## src/rtl/matrix_c_reader.sv

```systemverilog
// Streams the 2**AW-element result matrix out of a synchronous-read RAM via a 2-entry FIFO.
// Define MATRIX_C_READER_TRANSPOSE_EN to stream column-major instead of row-major.
module matrix_c_reader #(
   parameter int unsigned DW = 19,
   parameter int unsigned AW = 6
) (
   input  logic                 clk,
   input  logic                 reset,
   input  logic                 start,
   output logic [AW-1:0]        c_addr,
   output logic                 c_en,
   input  logic signed [DW-1:0] c_rdata,
   output logic                 out_valid,
   input  logic                 out_ready,
   output logic signed [DW-1:0] out_data,
   output logic                 out_last,
   output logic                 busy,
   output logic                 done
);

   typedef enum logic [1:0] {StIdle, StRun, StDone} state_e;

   localparam logic [AW-1:0] LastIdx = '1;
   localparam logic [AW:0]   RdOne   = 1;
   localparam logic [AW-1:0] TxOne   = 1;

   state_e               state_q, state_d;
   logic [AW:0]          rd_idx_q;     // MSB set once every element has been read
   logic [AW-1:0]        tx_idx_q;
   logic                 inflight_q;
   logic signed [DW-1:0] fifo_q [2];
   logic                 wr_ptr_q, rd_ptr_q;
   logic [1:0]           count_q;
   logic                 pop, launch, begin_pass;
   logic [2:0]           occupancy;
   logic [AW-1:0]        map_addr;

   always_ff @(posedge clk or posedge reset) begin
      if (reset) begin
         state_q <= StIdle;
      end else begin
         state_q <= state_d;
      end
   end

   always_comb begin
      state_d = state_q;
      busy    = 1'b0;
      done    = 1'b0;
      case (state_q)
         StIdle: begin
            if (start) state_d = StRun;
         end
         StRun: begin
            busy = 1'b1;
            if (pop && out_last) state_d = StDone;
         end
         StDone: begin
            busy    = 1'b1;
            done    = 1'b1;
            state_d = StIdle;
         end
         default: state_d = StIdle;
      endcase
   end

   assign begin_pass = (state_q == StIdle) && start;
   assign out_valid  = (count_q != 2'd0);
   assign out_data   = fifo_q[rd_ptr_q];
   assign out_last   = out_valid && (tx_idx_q == LastIdx);
   assign pop        = out_valid && out_ready;

   // Reserve a FIFO slot for every read still in flight so the FIFO never overflows.
   assign occupancy = {1'b0, count_q} + {2'b00, inflight_q} - {2'b00, pop};
   assign launch    = (state_q == StRun) && !rd_idx_q[AW] && (occupancy < 3'd2);
   assign c_en      = launch;

`ifdef MATRIX_C_READER_TRANSPOSE_EN
   assign map_addr = {rd_idx_q[AW/2-1:0], rd_idx_q[AW-1:AW/2]};
`else
   assign map_addr = rd_idx_q[AW-1:0];
`endif
   assign c_addr = c_en ? map_addr : '0;

   always_ff @(posedge clk or posedge reset) begin
      if (reset) begin
         rd_idx_q   <= '0;
         tx_idx_q   <= '0;
         inflight_q <= 1'b0;
         wr_ptr_q   <= 1'b0;
         rd_ptr_q   <= 1'b0;
         count_q    <= '0;
         fifo_q[0]  <= '0;
         fifo_q[1]  <= '0;
      end else begin
         inflight_q <= launch;
         if (begin_pass) begin
            rd_idx_q <= '0;
            tx_idx_q <= '0;
         end else begin
            if (launch) rd_idx_q <= rd_idx_q + RdOne;
            if (pop)    tx_idx_q <= tx_idx_q + TxOne;
         end
         if (inflight_q) begin
            fifo_q[wr_ptr_q] <= c_rdata;
            wr_ptr_q         <= ~wr_ptr_q;
         end
         if (pop) rd_ptr_q <= ~rd_ptr_q;
         count_q <= count_q + {1'b0, inflight_q} - {1'b0, pop};
      end
   end

endmodule

```

## config.mk

```make
export PLATFORM = sky130hd
export DESIGN_NAME = matrix_c_reader
export DESIGN_NICKNAME = d
export VERILOG_FILES = /design/src/rtl/matrix_c_reader.sv
export SDC_FILE = /design/constraint.sdc
export NUM_CORES = 1
export LEC_CHECK = 0
export ABC_AREA = 1
export BUFFER_PORTS_ARGS = -buffer_cell sky130_fd_sc_hd__buf_2
export CAP_MARGIN = 20
export CORE_MARGIN = 2
export CORE_UTILIZATION = 55
export CTS_CLUSTER_SIZE = 12
export DETAILED_ROUTE_END_ITERATION = 16
export GPL_ROUTABILITY_DRIVEN = 0
export PLACE_DENSITY = 0.89
export SLEW_MARGIN = 5
export SYNTH_ARGS = -nofsm -noshare
export SYNTH_HDL_FRONTEND = slang
export SYNTH_SLANG_ARGS = --single-unit
```

## constraint.sdc

```tcl
create_clock -name clk -period 3 [get_ports clk]
set_clock_uncertainty 0.1 [all_clocks]
set_input_delay 0.45 -clock clk [delete_from_list [all_inputs] [get_ports clk]]
set_output_delay 0.45 -clock clk [all_outputs]
set_load 0.02 [all_outputs]
```

==> summary.md, run 1 <==
| Metric | Value |
|---|---|
| Status | `finished, violations left` |
| Violated checks | `negative setup slack` |
| Startpoint types | `flop` |
| Post-synth EDFFs | `0` |
| Crit path max-delay cell type | `fa_1` |
| Fmax | `~330 MHz` |
| Final setup vio count | `4` |
| Post-Layout Cell Count | `492` |
| Xor/xnor share of the synthesized area | `0.306%` |
| IO buf count | `52` |
| CP max FO | `6` |
| CTS root buf | `clkbuf_8` |
| Starting Density | `56.4%` |
| H-tree levels | `3` |
| Most frequent cells in the layout | `131 x nand2_1, 57 x dfrtp_1, 45 x buf_2` |
| CTS clk-pin slew, worst paths | `approximately 0.060 ns` |
| Final ANT Viol Nets | `0` |
| Clock Latency Late Sink | `0.32 ns` |
| Share of cells above drive strength 1 | `approximately 22%` |
| Total power | `0.00388 W` |
| Routed WL | `about 5.7 mm` |
| CTS tree | `done` |
| Commonest non-fill, non-tap cell in the layout | `nand2_1` |
| Starting DRT DRC Count | `162` |
| Min Clock Period, post-route | `3.02 ns` |
| Ordered list of cells on the worst path | `nor2_4 > nor2_2 > ha_1 > inv_1 > ha_1 > inv_1 > fa_1 > nand3_2 > nor2_8 > inv_6 > nor2_2 > buf_4` |
| Min Hold Slack | `0.0928 ns` |
| CP top delay family | `adder cells` |
| RSZ-0062 raised after global routing | `yes` |
| Kind of critical path | `reg2out` |
| Placed cells | `between 400 and 500` |
| Stages on the worst setup path | `12` |
| Clock sink count | `just under 60` |
| ANT cells | `0` |
| Final TNS setup | `-0.0475 ns` |
| Crit-path max cell delay | `0.51 ns` |
| Max-slew headroom | `59.2%` |
| Mapped cell area | `2860 um^2` |
| Area grow syn2layout | `21.9%` |
| Setup WS post-layout | `-0.0203 ns` |
| Top sig layer | `met4` |
| Cell Rows | `26` |
| Syn nets | `390` |
| Die Width | `about 76 um` |
| Synth unique cells | `30` |
| Max-slew violations | `0` |
| Initial antenna violation count | `0` |
| Vias | `2455` |
| Compound-Gate Fraction of Synth Area | `8.61%` |
| Met2 WL | `2.80 mm` |
| DRC violations left | `0` |
| Drt first pass iters | `4` |
| Num CTS Buffers | `9` |
| LEAKAGE | `1.92 nW` |
| Sequential share of the synthesized area | `50.7%` |
| Die area | `5800 um^2` |
| Crit path from | `count_q[0]$_DFF_PP0_` |
| R2R Setup Slk | `0.41 ns` |
| Gr usage total | `21.1%` |
| First-pass GRT wire length | `9.97 mm` |
| Worst r2r path cells | `16` |
| Fraction of registers with async set/reset | `100%` |
| WL met3 | `237 um` |
| Buffers & Inverters on Critical Path | `4` |
| Slew @ Worst Pin | `between 0.6 and 0.7 ns` |
| Reg2reg start | `count_q[0]$_DFF_PP0_` |
| Min-Delay Path Class | `in2async` |
| Main combinational cell family by area after synthesis | `simple AND/OR/NAND/NOR gates` |
| Pwr dens | `1110 nW/um^2` |
| Die Height | `76.1 um` |
| # nets final | `450` |
| Mux cell area share after synthesis | `0%` |
| Ys flop type | `dfrtp_1` |
| Met1 Routed Length | `2.63 mm` |
| Post-Synth Simple-Gate Area | `between 20 and 30%` |
| Final period util | `101%` |
| Hpwl dp | `3.79 mm` |
| Vias per cell | `around 5` |
| Seq cells post-synth | `58` |
| CP Capture Type | `output port` |
| Ys Warns | `0` |
| GR Overflow Total | `0` |
| Critical Path AT | `2.47 ns` |
| Peak VDD IR | `0.627 mV` |
| Average size of a mapped cell | `between 8 and 9 um^2` |
| Req. time, crit path | `2.45 ns` |
| Clk buf depth | `2` |
| Max Cap Viol | `0` |
| Crit path to | `c_addr[4]` |
| Count of final hold-check violations | `0` |
| Cells after synthesis | `357` |
| Largest net degree at the start of global routing | `40` |
| IO Pins | `53` |
| Fill cells | `about 410` |
| R2r endpoint | `rd_idx_q[1]$_DFFE_PP0P_` |
| Vias in the first global route | `2345` |
| CORE AREA | `roughly 5100 um^2` |
| Routed WL per cell | `11.7 um` |
| Post-place setup slack | `0.0883 ns` |
| Area share of fa/ha/maj cells after synthesis | `4.63%` |
## how the worst min path moves through the flow
stage	end	depth (start not counted)
final	rd_idx_q[2]$_DFFE_PP0P_	2
after global routing	fifo_q[11]$_DFFE_PP0P_	2
after CTS	rd_idx_q[2]$_DFFE_PP0P_	2
after detailed placement	fifo_q[10]$_DFFE_PP0P_	2
after global placement	fifo_q[35]$_DFFE_PP0P_	2
after floorplan	fifo_q[15]$_DFFE_PP0P_	2
## cells by family after synthesis
family	after synthesis
AND/OR/NAND/NOR	180
buffers and inverters	59
flip-flops	58
AO/OA/AOI/OAI	49
adder cells (fa/ha/maj)	10
XOR/XNOR	1
## power breakdown
part           total, W  internal [W]  switching [W]
sequential      0.00134       0.00113       0.000211
clock          0.000763      0.000476       0.000288
combinational   0.00178      0.000641        0.00114
## per-layer routing
metal,vias up,global-route usage (%)
li1,1228,-
met1,1157,26.3
met2,60,36.8
met3,10,3.79
met4,0,8.36
met5,-,0
## timing repair
action,in CTS,in global routing
setup endpoints to repair,7,7
pin swaps,3,0
hold buffers,0,0
gates cloned,0,0
gates resized for setup,12,6
buffers inserted,3,2
## registers in the layout (all words and copies together) (netlist names)
name        count
inflight_q      1
count_q         2
wr_ptr_q        1
rd_idx_q        7
tx_idx_q        6
rd_ptr_q        1
state_q         2
fifo_q         38
## per-stage QoR
step / utilization, % / cell area [um^2]
global placement: 62.8 / 3190
detailed placement: 62.8 / 3190
CTS: 68.1 / 3460
finish: 68.8 / 3490
global route: 68.8 / 3490
floorplan: - / 2860
## area by class of cell
class / count / area (um^2) / area share (%)
multi-input combinational: 240 / 1180 / 33.8
timing repair buffer: 62 / 377 / 10.8
clock buffer: 15 / 186 / 5.34
sequential: 58 / 1450 / 41.6
inverter: 46 / 178 / 5.09
clock inverter: 1 / 30.0 / 0.861
tap: 70 / 87.6 / 2.51
## cells in the mapped netlist (2+ instances only)
master      n  area, um^2
a21oi_1     2        10.0
o21ai_0    36         180
nand2_2     2        12.5
o21ai_1    10        50.1
and3_1      2        12.5
buf_2       4        20.0
inv_1      44         165
buf_6       2        22.5
nor2_1     18        67.6
nand2_1   131         492
nand4_1     8        50.1
clkbuf_2    2        10.0
nor2_2      2        12.5
nand3_1     9        45.0
nor2_4      2        22.5
dfrtp_1    58        1450
ha_1        9         113
clkbuf_1    4        15.0
No activity file was read; power rests on OpenSTA's default activity.
==> run 2, diff against run 1 <==
Settings changed: CORE_UTILIZATION 55 to 30, PLACE_DENSITY 0.89 to default.
==> run 2 against run 1 <==
  * The run still ends with negative setup slack left
  * Utilization fell by 30 points
  * Wire length rose by 10%
  * Combinational power barely moved
  * Worst hold slack improved by 0.12 ns
  * Fmax fell by 1.1%
  * Power rose by 1.2%
  * Final cell count rose by 12%
  * Sequential power barely moved
  * Clock power rose by 4.3%
  * Cell area rose by 2.4%
  * Worst setup slack got worse by 0.033 ns
  * Critical path type unchanged
  * Highest routed layer unchanged
==> summary.md, run 2 (synthesis gave the netlist of run 1 again) <==
| Metric | Value |
|---|---|
| Status | `finished, violations left (unchanged)` |
| Violated checks | `negative setup slack (unchanged)` |
| Req. time, crit path | `2.45 ns (about the same)` |
| Biggest register | `fifo_q (unchanged)` |
| Startpoint types | `flop (unchanged)` |
| Share of cells above drive strength 1 | `23.1% (was 22.0%)` |
| Final period util | `102% (was 101%)` |
| Max reg flops | `38 (unchanged)` |
| Die Width | `102 um (was 76.1 um)` |
| Final Cell Area | `3570 um^2 (was 3490 um^2)` |
| Cell Rows | `35 (was 26)` |
| Routed WL per cell | `11.5 um (was 11.7 um)` |
| R2R Setup Slk | `0.52 ns (was 0.41 ns)` |
| First-pass GRT wire length | `10.7 mm (was 9.97 mm)` |
| DRC violations left | `0 (unchanged)` |
| H-tree levels | `3 (unchanged)` |
| CORE AREA | `9240 um^2 (was 5070 um^2)` |
| Final ANT Viol Nets | `0 (unchanged)` |
| Vias in the first global route | `2367 (was 2345)` |
| Worst r2r path cells | `13 (was 16)` |
| Starting Density | `31.0% (was 56.4%)` |
| Clock Latency Late Sink | `0.33 ns (was 0.32 ns)` |
| ANT cells | `0 (unchanged)` |
| Drt first pass iters | `4 (unchanged)` |
| Min-Delay Path Class | `in2async (unchanged)` |
| Vias | `2406 (was 2455)` |
| # nets final | `448 (was 450)` |
| Initial antenna violation count | `0 (unchanged)` |
| Fmax | `328 MHz (was 331 MHz)` |
| Routed WL | `6.33 mm (was 5.74 mm)` |
| CP Capture Type | `output port (unchanged)` |
| Kind of critical path | `reg2out (unchanged)` |
| CTS tree | `done (unchanged)` |
| IO Pins | `53 (unchanged)` |
| Pwr dens | `1100 nW/um^2 (was 1110 nW/um^2)` |
| Commonest non-fill, non-tap cell in the layout | `nand2_1 (unchanged)` |
| Dpl cell area | `3250 um^2 (was 3190 um^2)` |
| CTS clk-pin slew, worst paths | `0.07 ns (was 0.06 ns)` |
| LEAKAGE | `1.90 nW (was 1.92 nW)` |
| GR Overflow Total | `0 (unchanged)` |
| Max-slew violations | `0 (unchanged)` |
| CP max FO | `6 (unchanged)` |
| Hpwl dp | `4.19 mm (was 3.79 mm)` |
| Setup WS post-layout | `-0.0529 ns (was -0.0203 ns)` |
| Largest net degree at the start of global routing | `59 (was 40)` |
| Min Clock Period, post-route | `3.05 ns (was 3.02 ns)` |
| IO buf count | `52 (unchanged)` |
| Max-slew headroom | `45.7% (was 59.2%)` |
| Clk buf depth | `2 (unchanged)` |
| Gr usage total | `13.2% (was 21.1%)` |
| Final TNS setup | `-0.248 ns (was -0.0475 ns)` |
| Critical Path AT | `2.50 ns (was 2.47 ns)` |
| RSZ-0062 raised after global routing | `yes (unchanged)` |
| Die Height | `102 um (was 76.1 um)` |
| Most frequent cells in the layout | `131 x nand2_1, 57 x dfrtp_1, 45 x buf_2 (unchanged)` |
| Area grow syn2layout | `24.9% (was 21.9%)` |
| Final setup vio count | `7 (was 4)` |
| Max Cap Viol | `0 (unchanged)` |
| R2r endpoint | `rd_idx_q[4]$_DFFE_PP0P_ (was rd_idx_q[1]$_DFFE_PP0P_)` |
| Num CTS Buffers | `9 (unchanged)` |
| CTS root buf | `clkbuf_8 (unchanged)` |
| Clock sink count | `58 (unchanged)` |
| Die area | `10300 um^2 (was 5800 um^2)` |
| Top flop regs | `fifo_q (38), rd_idx_q (7), tx_idx_q (6) (unchanged)` |
| Slew @ Worst Pin | `0.812 ns (was 0.608 ns)` |
| Vias per cell | `4.38 (was 4.99)` |
| Starting DRT DRC Count | `99 (was 162)` |
| Count of final hold-check violations | `0 (unchanged)` |
| Fill cells | `966 (was 414)` |
| Peak VDD IR | `0.577 mV (was 0.627 mV)` |
| Reg2reg start | `count_q[1]$_DFF_PP0_ (was count_q[0]$_DFF_PP0_)` |
## run 2: cell count changes in the layout (fill, tap and decap cells not counted), sizes merged
cell / delta
clkinv: +2
buf: -2
clkbuf: -4
clkinvlp: +1
bufinv: +1
## run 2: per-stage QoR
step	setup WS [ns]	utilization, %	hold slack, ns	cells	power [W]
floorplan	-0.0830	-	0.353	357	0.00257
global placement	0.160	35.1	0.366	530	0.00301
detailed placement	0.0876	35.1	0.373	530	0.00307
CTS	-0.108	38.1	0.237	548	0.00394
global route	-0.177	38.7	0.256	549	0.00429
finish	-0.0529	38.7	0.210	549	0.00393
## run 2: layout make-up
cell class | instances | area [um^2] | area share, %
clock inverters | 5 | 77.6 | 2.17
well taps | 129 | 161 | 4.52
flip-flops and latches | 58 | 1450 | 40.6
inverters | 46 | 178 | 4.97
repair buffers | 60 | 353 | 9.87
clock buffers | 11 | 141 | 3.96
multi-input cells | 240 | 1210 | 33.9
## run 2: power by group
part / switching (W) / total [W] / internal (W) / leakage (nW)
clock network: 0.000309 / 0.000796 / 0.000488 / 0.109
registers: 0.000207 / 0.00134 / 0.00113 / 0.717
logic: 0.00116 / 0.00180 / 0.000633 / 1.08
total: 0.00168 / 0.00393 / 0.00225 / 1.90
## run 2: worst max path at each step
stage,start,endpoint,slack (ns),cells past startpoint
finish,count_q[1]$_DFF_PP0_,c_addr[0],-0.05,12
global route,count_q[1]$_DFF_PP0_,c_addr[0],-0.18,12
CTS,count_q[0]$_DFF_PP0_,c_addr[5],-0.11,12
detailed placement,out_ready,c_en,0.09,12
global placement,out_ready,c_en,0.16,12
floorplan,count_q[1]$_DFF_PP0_,c_addr[1],-0.08,12
## run 2: worst max-delay path: stages, from the launching register on
cell and delay (ns):
dfrtp_2 0.42, nor2_4 0.14, nor2_4 0.06, ha_4 0.21, inv_2 0.06, ha_4 0.12, inv_2 0.03, fa_1 0.57
nand3_2 0.12, nor2_8 0.14, inv_6 0.06, nor2_4 0.11, buf_6 0.12
## run 2: repair_timing
| action | in CTS | in global routing |
|---|---|---|
| endpoints found under the hold margin | 0 | 0 |
| setup buffers | 2 | 1 |
| setup endpoints to repair | 7 | 7 |
| hold buffers | 0 | 0 |
| pin swaps | 2 | 5 |
| resized for setup | 13 | 13 |
## run 2: per-layer routing
layer | share of wire, % | routed length, um | track usage [%]
met5 | 0 | 0 | 0
met3 | 5.5 | 348 | 4.14
met1 | 46 | 2910 | 16.3
met2 | 48 | 3010 | 21.7
met4 | 0.95 | 60 | 4.47
